File: src/rtl/clock_display_scan.sv
`default_nettype none
// ============================================================================
// Module   : clock_display_scan
// Brief    : Six-digit multiplexed 7-segment scanner for HH.MM.SS with a
//            per-frame snapshot. Optional adjust-field blinking is enabled by
//            defining CLOCK_DISPLAY_BLINK_EN.
// Revision : 1.0 - initial release
// ============================================================================
module clock_display_scan #(
   parameter int SCAN_DIV     = 1000,
   parameter int BLINK_FRAMES = 64
) (
   input  logic       clk,
   input  logic       RESET,
   input  logic [7:0] hour,
   input  logic [7:0] minute,
   input  logic [7:0] second,
   input  logic [1:0] sel,
   output logic [7:0] seg,
   output logic [5:0] dig
);

   localparam logic [15:0] c_prescale_last = 16'(SCAN_DIV - 1);
   localparam logic [2:0]  c_last_digit    = 3'd5;

   logic [15:0] r_prescale;
   logic [2:0]  r_index;
   logic [7:0]  r_hour_snap;
   logic [7:0]  r_minute_snap;
   logic [7:0]  r_second_snap;
   logic [7:0]  r_seg;
   logic [5:0]  r_dig;

   logic        w_tc;
   logic        w_frame_start;
   logic [7:0]  w_value;
   logic [7:0]  w_digit_value;
   logic [6:0]  w_pattern;
   logic        w_dp_n;
   logic        w_blank;
   logic [7:0]  w_seg;
   logic [5:0]  w_dig;

   assign w_tc          = (r_prescale == c_prescale_last);
   assign w_frame_start = w_tc && (r_index == c_last_digit);

   always_ff @(posedge clk or negedge RESET) begin
      if (!RESET) begin
         r_prescale <= '0;
         r_index    <= c_last_digit;
      end else begin
         r_prescale <= w_tc ? '0 : r_prescale + 16'd1;
         if (w_tc) begin
            r_index <= (r_index == c_last_digit) ? 3'd0 : r_index + 3'd1;
         end
      end
   end

   // Inputs are frozen for a whole frame so a field never tears across digits.
   always_ff @(posedge clk or negedge RESET) begin
      if (!RESET) begin
         r_hour_snap   <= '0;
         r_minute_snap <= '0;
         r_second_snap <= '0;
      end else if (w_frame_start) begin
         r_hour_snap   <= hour;
         r_minute_snap <= minute;
         r_second_snap <= second;
      end
   end

   always_comb begin
      case (r_index)
         3'd0, 3'd1: w_value = r_hour_snap;
         3'd2, 3'd3: w_value = r_minute_snap;
         default:    w_value = r_second_snap;
      endcase
   end

   assign w_digit_value = r_index[0] ? (w_value % 8'd10) : (w_value / 8'd10);

   always_comb begin
      w_pattern = 7'h3F;
      if (w_value <= 8'd99) begin
         case (w_digit_value)
            8'd0:    w_pattern = 7'h40;
            8'd1:    w_pattern = 7'h79;
            8'd2:    w_pattern = 7'h24;
            8'd3:    w_pattern = 7'h30;
            8'd4:    w_pattern = 7'h19;
            8'd5:    w_pattern = 7'h12;
            8'd6:    w_pattern = 7'h02;
            8'd7:    w_pattern = 7'h78;
            8'd8:    w_pattern = 7'h00;
            8'd9:    w_pattern = 7'h10;
            default: w_pattern = 7'h7F;
         endcase
      end
   end

   // Decimal points separate HH.MM.SS, so they sit on the hour and minute units.
   assign w_dp_n = !((r_index == 3'd1) || (r_index == 3'd3));

`ifdef CLOCK_DISPLAY_BLINK_EN
   localparam logic [7:0] c_blink_frames = 8'(BLINK_FRAMES);

   logic [1:0] r_sel_snap;
   logic [7:0] r_frame_cnt;
   logic       r_phase;
   logic [1:0] w_field;

   always_ff @(posedge clk or negedge RESET) begin
      if (!RESET) begin
         r_sel_snap  <= '0;
         r_frame_cnt <= '0;
         r_phase     <= 1'b0;
      end else if (w_frame_start) begin
         r_sel_snap <= sel;
         if (r_frame_cnt == c_blink_frames) begin
            r_frame_cnt <= 8'd1;
            r_phase     <= ~r_phase;
         end else begin
            r_frame_cnt <= r_frame_cnt + 8'd1;
         end
      end
   end

   always_comb begin
      case (r_index)
         3'd0, 3'd1: w_field = 2'b01;
         3'd2, 3'd3: w_field = 2'b10;
         default:    w_field = 2'b11;
      endcase
   end

   assign w_blank = r_phase && (r_sel_snap != 2'b00) && (r_sel_snap == w_field);
`else
   logic w_sel_unused;
   assign w_sel_unused = ^sel;
   assign w_blank      = 1'b0;
`endif

   assign w_seg = w_blank ? 8'hFF : {w_dp_n, w_pattern};
   assign w_dig = ~(6'd1 << r_index);

   always_ff @(posedge clk or negedge RESET) begin
      if (!RESET) begin
         r_seg <= 8'hFF;
         r_dig <= 6'h3F;
      end else begin
         r_seg <= w_seg;
         r_dig <= w_dig;
      end
   end

   assign seg = r_seg;
   assign dig = r_dig;

endmodule
`default_nettype wire

File: config.mk
export PLATFORM = sky130hd
export DESIGN_NAME = clock_display_scan
export DESIGN_NICKNAME = d
export VERILOG_FILES = /design/src/rtl/clock_display_scan.sv
export SDC_FILE = /design/constraint.sdc
export NUM_CORES = 1
export LEC_CHECK = 0
export ABC_AREA = 0
export BUFFER_PORTS_ARGS = -buffer_cell sky130_fd_sc_hd__clkbuf_2
export CORE_UTILIZATION = 25
export CTS_CLUSTER_SIZE = 24
export DETAILED_ROUTE_END_ITERATION = 7
export GPL_TIMING_DRIVEN = 0
export HOLD_SLACK_MARGIN = 0.12
export SLEW_MARGIN = 10
export SYNTH_ARGS = -nofsm -noshare
export SYNTH_HDL_FRONTEND = slang
export SYNTH_SLANG_ARGS = --single-unit
File: constraint.sdc
create_clock -name clk -period 6.1 [get_ports clk]
set_clock_uncertainty 0.1 [all_clocks]
set_input_delay 1.22 -clock clk [delete_from_list [all_inputs] [get_ports clk]]
set_output_delay 1.22 -clock clk [all_outputs]
set_load 0.005 [all_outputs]
Word level (Yosys, flattened, before mapping)

Memories as Yosys holds them, arrays and structs flattened.
Cells that the tools add are included.

Bits in registers: 57
Bits in read-only memories: 112
Bits of input ports: 28
Output and inout bits: 14
Word-level logic and storage cells: 33
Memories kept: 1

Add/subtract/negate cells: 2
Div/mod/pow operators: 2
$lt $le $gt $ge: 1
Equal/unequal tests: 5
Shift operators: 1
Muxes and demuxes: 6
Bitwise operators: 1
Reduce and logical (&&, ||, !) cells: 7

Memories:

| memory           | words | bits a word | read ports | clocked after memory_dff | write ports | RTL line | source |
|---|---|---|---|---|---|---|---|
| (name not given) | 16    | 7           | 1          | 0                        | 0           | 85       | `case (w_digit_value)` |

Operator list:

| kind                  | number |
|---|---|
| $add 16x1->16 const B | 1 |
| $eq 16x10->1 const B  | 1 |
| $mux 16               | 1 |
| $pmux 8 s2            | 1 |
| $mux 7                | 2 |
| $div 8x4->8 const B   | 1 |
| $le 8x7->1 const B    | 1 |
| $mod 8x4->8 const B   | 1 |
| $mux 8                | 1 |
| $eq 3x2->1 const B    | 2 |
| $not 6->6             | 1 |
| $shl 1x3->6 const A   | 1 |
| $logic_not 4->1       | 1 |
| $reduce_or 2->1       | 2 |
| $add 3x1->3 const B   | 1 |
| $eq 3x1->1 const B    | 1 |
| $eq 3x3->1 const B    | 1 |
| $logic_not 3->1       | 1 |
| $mux 3                | 1 |
| $logic_and 1x1->1     | 1 |
| $logic_not 1->1       | 1 |
| $logic_or 1x1->1      | 1 |

Depth between registers and ports, before layout

Word-level depth: 8
Depth in mapped cells: 28
Depth with buffers taken out: 24

Worst setup path after synthesis

Ideal clock, no wire load.

Kind: register to register
Start: register r_index[0]
End: register r_seg[3] (netlist: seg[3])
Setup time: 0.088 ns
Arrival time: 5.724 ns
Data required time: 5.912 ns
Slack: 0.188 ns
Cell stages (with the launch flop): 26
Buffers on the path: 4
Period minus slack after synthesis: 5.912 ns
Cell sequence: dfstp_2 -> buf_2 -> buf_1 -> and2_1 -> ha_1 -> clkbuf_1 -> inv_1 -> a32oi_1 -> and2_1 -> clkbuf_1 -> nand2_1 -> o22ai_1 -> a21oi_1 -> ha_1 -> o31a_1 -> o311a_1 -> or4_1 -> a221o_1 -> o31ai_4 -> o21a_2 -> o21ai_2 -> or3_4 -> a31oi_4 -> ha_1 -> o21ai_0 -> or3b_1

Word-level cells in the longest chain between the ends: 8
Elaborated cells on any way between the ends: 15
Classes of those cells: div (2); order compare (1); eq/ne (3); mux (4); reduce/logical (4); memory (1)

Ends and longest elaborated chain:

| what                                                   | RTL line | source |
|---|---|---|
| from (decl)                                            | 27       | `logic [2:0] r_index;` |
| from (signal assigned)                                 | 50       | `r_index <= c_last_digit;` |
| from (signal assigned)                                 | 54       | `r_index <= (r_index == c_last_digit) ? 3'd0 : r_index + 3'd1;` |
| $eq 3x2->1, or another cell as far along               | 73       | `case (r_index)` |
| $reduce_or 2->1                                        | 73       |  |
| $pmux 8 s2                                             | 73       |  |
| $div 8x4->8 / $mod 8x4->8 (equally long branches)      | 80       | `assign w_digit_value = r_index[0] ? (w_value % 8'd10) : (w_value / 8'd10);` |
| $mux 8                                                 | 80       |  |
| $mem_v2 16x7 / $logic_not 4->1 (equally long branches) | -        |  |
| $mux 7                                                 | 85       |  |
| $mux 7 (*)                                             | 84       | `if (w_value <= 8'd99) begin` |
| named net w_pattern[3]                                 | 38       | `logic [6:0] w_pattern;` |
| to (signal assigned)                                   | 151      | `r_seg <= w_seg;` |
| to (decl)                                              | 31       | `logic [7:0] r_seg;` |

The timed path passes the listed nets; every way through them passes the cells marked *.
A chain may end at the register's enable or synchronous reset.

Worst setup path after layout

Start: register r_index[2]
End: register r_seg[6] (netlist: seg[6])

Word-level cells in the longest chain between the ends: 8
Elaborated cells on any way between the ends: 15
Classes of those cells: div (2); order compare (1); eq/ne (3); mux (4); reduce/logical (4); memory (1)

Ends and longest elaborated chain:

| what                                                   | RTL line |
|---|---|
| $eq 3x2->1, or another cell as far along               | 73 |
| $reduce_or 2->1                                        | 73 |
| $pmux 8 s2 (*)                                         | 73 |
| $div 8x4->8 / $mod 8x4->8 (equally long branches)      | 80 |
| $mux 8                                                 | 80 |
| $mem_v2 16x7 / $logic_not 4->1 (equally long branches) | - |
| $mux 7                                                 | 85 |
| $mux 7 (*)                                             | 84 |
| named net w_pattern[6]                                 | 38 |

Marks and branches as above.

==> run_summary.xml <==
<?xml version="1.0" encoding="UTF-8"?>
<metrics>
  <group name="placement">
    <metric name="hpwl" unit="µm">6685</metric>
    <metric name="routabilityCongestion" unit="">0.8900</metric>
    <metric name="portBuffers" unit="">39</metric>
    <metric name="pre_cts_slack" unit="ps">-1126</metric>
  </group>
  <group name="clock_network">
    <metric name="cts-buffers-inserted" unit="">9</metric>
    <metric name="number_of_sinks_handled_by_clock_tree_synthesis" unit="">57</metric>
    <metric name="cts.root.buffer_cell" unit="">clkbuf_16</metric>
    <metric name="clock_tree.htree_level_count" unit="">3</metric>
    <metric name="clock_path_buffers" unit="">2</metric>
    <metric name="clk-insertion-delay-late" unit="ps">330</metric>
    <metric name="clock_slew_seen_by_the_registers_of_the_worst_setup_and_hold_paths" unit="ps">50</metric>
    <metric name="cts_tree" unit="">yes</metric>
    <metric name="hold_buffers" unit="">0</metric>
  </group>
  <group name="power_and_ir_drop">
    <metric name="power.leakage" unit="nW">1.761</metric>
    <metric name="p_per_area" unit="nW/µm²">243.6</metric>
    <metric name="vdd_ir_drop_max" unit="mV">0.1471</metric>
  </group>
  <group name="synth">
    <metric name="syn_area" unit="µm²">3462</metric>
    <metric name="yosys_register_bits" unit="">57</metric>
    <metric name="synth_top_cells_by_area" unit="">dfrtp_1, dfstp_2, mux2_2</metric>
    <metric name="number_of_synthesized_flops_with_an_enable_pin" unit="">0</metric>
    <metric name="post_syn_instances" unit="">354</metric>
    <metric name="yosys.area.top_type" unit="">dfrtp_1</metric>
    <metric name="synth_ff_type" unit="">dfrtp_1</metric>
    <metric name="synth-warning-count" unit="">0</metric>
    <metric name="synth_async_reset_ratio" unit="%">100.0</metric>
    <metric name="synth.avg_cell_area" unit="µm²">9.780</metric>
    <metric name="synth.yosys.seq_area_share" unit="%">41.78</metric>
    <metric name="synth.net_count" unit="">389</metric>
    <metric name="ys_types" unit="">69</metric>
    <metric name="synth_top_cell_area_share" unit="%">29.63</metric>
  </group>
  <group name="routing">
    <metric name="wl" unit="µm">9321</metric>
    <metric name="ant_nets" unit="">0</metric>
    <metric name="avgViaCountPerCell" unit="">5.250</metric>
    <metric name="wire_per_inst" unit="µm">15.88</metric>
    <metric name="initialDrtViolationCount" unit="">229</metric>
    <metric name="vias" unit="">3082</metric>
    <metric name="route.detailed.drc" unit="">0</metric>
    <metric name="detailedRoute.firstPassIterationCount" unit="">5</metric>
  </group>
  <group name="floorplanning">
    <metric name="core_region_area" unit="µm²">13400</metric>
    <metric name="floorplan.die_area" unit="µm²">14320</metric>
    <metric name="initial_utilization" unit="%">25.84</metric>
    <metric name="die_y" unit="µm">119.7</metric>
    <metric name="num_rows" unit="">42</metric>
    <metric name="floorplan.io_pins" unit="">42</metric>
    <metric name="die-width" unit="µm">119.7</metric>
  </group>
  <group name="setup_path">
    <metric name="crit_path_max_incr_delay" unit="ps">610</metric>
    <metric name="setup.worst_path.end_class" unit="">register</metric>
    <metric name="setup.reg_to_reg.worst_slack" unit="ps">290</metric>
    <metric name="cp.arrival" unit="ps">5960</metric>
    <metric name="worstRegToRegCells" unit="">24</metric>
    <metric name="r2r-start" unit="">r_index[2]</metric>
    <metric name="regToRegEndpoint" unit="">seg[6]</metric>
    <metric name="setup.worst_path.class" unit="">register to register</metric>
    <metric name="critPathMaxFanout" unit="">10</metric>
    <metric name="cp_top_family" unit="">compound AO/OA/AOI/OAI gates</metric>
    <metric name="buffers_inverters_on_critical_path" unit="">4</metric>
    <metric name="worstPathRequired" unit="ps">6250</metric>
    <metric name="worstSetupStartpointType" unit="">register</metric>
    <metric name="cpMaxStageDelayCell" unit="">dfstp_2</metric>
    <metric name="crit_path_cell_trace" unit="">inv_1 -&gt; ha_4 -&gt; or2_1 -&gt; buf_6 -&gt; a221o_1 -&gt; buf_2 -&gt; nand2_2 -&gt; nand2_1 -&gt; o22ai_1 -&gt; a21oi_1 -&gt; ha_1 -&gt; o31a_1 -&gt; o311a_4 -&gt; or4_1 -&gt; a221o_1 -&gt; o31ai_4 -&gt; o21a_2 -&gt; o21ai_2 -&gt; or3_4 -&gt; a31oi_4 -&gt; ha_1 -&gt; inv_1 -&gt; mux2_2 -&gt; a21oi_1</metric>
  </group>
  <group name="worst_hold_path">
    <metric name="timing.hold.worst.class" unit="">register to register</metric>
    <metric name="worstHoldEndpoint" unit="">r_prescale[15]</metric>
    <metric name="hold_start" unit="">r_prescale[15]</metric>
    <metric name="worst_hold_path.num_cells" unit="">1</metric>
  </group>
  <group name="timing">
    <metric name="setup_ws" unit="ps">290.7</metric>
    <metric name="final.period_utilization" unit="%">95.23</metric>
    <metric name="tightest_slew" unit="ps">767.7</metric>
    <metric name="worst_slew_margin_rel" unit="%">48.82</metric>
    <metric name="clock_period_minus_final_worst_setup_slack" unit="ps">5809</metric>
    <metric name="timing.fmax" unit="MHz">172.1</metric>
    <metric name="hold_viol" unit="">0</metric>
    <metric name="rsz0062_at_grt" unit="">no</metric>
    <metric name="finalSetupViolCount" unit="">0</metric>
    <metric name="setup_total_negative_slack" unit="ps">0</metric>
    <metric name="report.final.slew_viol_count" unit="">0</metric>
    <metric name="hold_ws" unit="ps">377.9</metric>
  </group>
  <group name="final_layout">
    <metric name="register_area" unit="µm²">1446</metric>
    <metric name="layout.cells.most_common_list" unit="">dfrtp_1, clkbuf_2, nand2_1, mux2_2, a21oi_1</metric>
    <metric name="multiInputGateArea" unit="µm²">2051</metric>
    <metric name="number_of_inserted_diodes" unit="">0</metric>
    <metric name="nets" unit="">441</metric>
    <metric name="postLayoutCoreUtil" unit="%">32.61</metric>
    <metric name="mostFrequentLayoutCell" unit="">dfrtp_1</metric>
    <metric name="area_delta_synth_final" unit="%">26.24</metric>
    <metric name="layout-drive-gt1-share" unit="%">33.58</metric>
    <metric name="n_fill_cell" unit="">1413</metric>
  </group>
  <group name="grt">
    <metric name="antenna_violations_before_repair" unit="">0</metric>
    <metric name="grt_first_pass_wirelength" unit="µm">15460</metric>
    <metric name="first_global_vias" unit="">3028</metric>
    <metric name="grt_overflow" unit="">0</metric>
    <metric name="pin_count_of_the_biggest_net_entering_global_routing" unit="">58</metric>
    <metric name="grt.total_usage" unit="%">13.82</metric>
  </group>
  <group name="job">
    <metric name="max_cap_violations" unit="">0</metric>
  </group>
  <group name="run_status">
    <metric name="outcome" unit="">finished clean</metric>
  </group>
</metrics>
state kept, by name (all words and copies together) (netlist names):
signal         flops
r_hour_snap        8
seg                8
r_index            3
r_second_snap      8
r_prescale        16
r_minute_snap      8
dig                6
worst max-delay path by stage:
stage / start / endpoint / slack, ps / depth (start not counted)
finish: r_index[2] / seg[6] / 290 / 24
CTS: r_index[1] / seg[3] / 40 / 21
floorplan: r_index[0] / seg[3] / 190 / 25
global route: r_index[2] / seg[6] / 40 / 24
global placement: r_index[0] / seg[6] / -1130 / 27
detailed placement: r_index[0] / seg[3] / -1130 / 26
through the flow:
| step | instances | power, mW | area, µm² |
|---|---|---|---|
| CTS | 587 | 1.073 | 4309 |
| finish | 587 | 1.065 | 4370 |
| global route | 587 | 1.114 | 4370 |
| global placement | 569 | 0.5566 | 3877 |
| floorplan | 354 | 0.5096 | 3462 |
| detailed placement | 569 | 0.5584 | 3880 |
cell type report:
type / instances / area share, %
inverter: 12 / 1.031
clock buffer: 11 / 5.554
buffer: 13 / 1.546
sequential: 57 / 33.09
multi-input combinational: 268 / 46.92
timing repair buffer: 45 / 5.554
tap: 176 / 5.039
clock inverter: 5 / 1.260
what timing repair did:
| action | in CTS | in global routing |
|---|---|---|
| resized for setup | 20 | 16 |
| buffers inserted | 4 | 2 |
| pin swaps | 1 | 4 |
| endpoints found under the setup margin | 7 | 7 |
| cloned | 0 | 0 |
layer usage:
metal	up-vias	share of wire (%)	wire, µm	global-route usage (%)
met1	1511	48	4439	18.68
met2	102	45	4169	21.21
met3	14	5.9	553	3.137
met5	-	0	0	0
li1	1455	-	-	-
met4	0	1.7	159	5.703
kinds of logic after synthesis:
family	synth area share, %
XOR/XNOR	4.048
AO/OA/AOI/OAI	22.88
adder cells (fa/ha/maj)	2.819
multiplexers	9.035
AND/OR/NAND/NOR	16.05
flip-flops	41.78
buffers and inverters	3.397
synthesized netlist by cell type (all sizes together), types with 3 or more instances:
cell / number
a211oi: 3
a21o: 3
a21oi: 23
a221o: 4
a221oi: 3
a22oi: 3
a31oi: 5
a32oi: 4
and2: 5
and3: 6
buf: 4
clkbuf: 13
dfrtp: 41
dfstp: 16
ha: 7
inv: 12
mux2: 26
nand2: 29
nand3: 16
nand4: 3
nor2: 23
nor3: 6
nor4: 6
o21ai: 20
o221ai: 3
o22ai: 3
or3: 5
xnor2: 10
xor2: 6
report_power, final:
| part | leakage (nW) | total, mW | switching, mW | internal [mW] |
|---|---|---|---|---|
| registers | 0.671 | 0.405 | 0.00821 | 0.397 |
| clock network | 0.142 | 0.495 | 0.170 | 0.325 |
| logic | 0.949 | 0.165 | 0.0980 | 0.0667 |
Power figures use the tool's default switching activity.
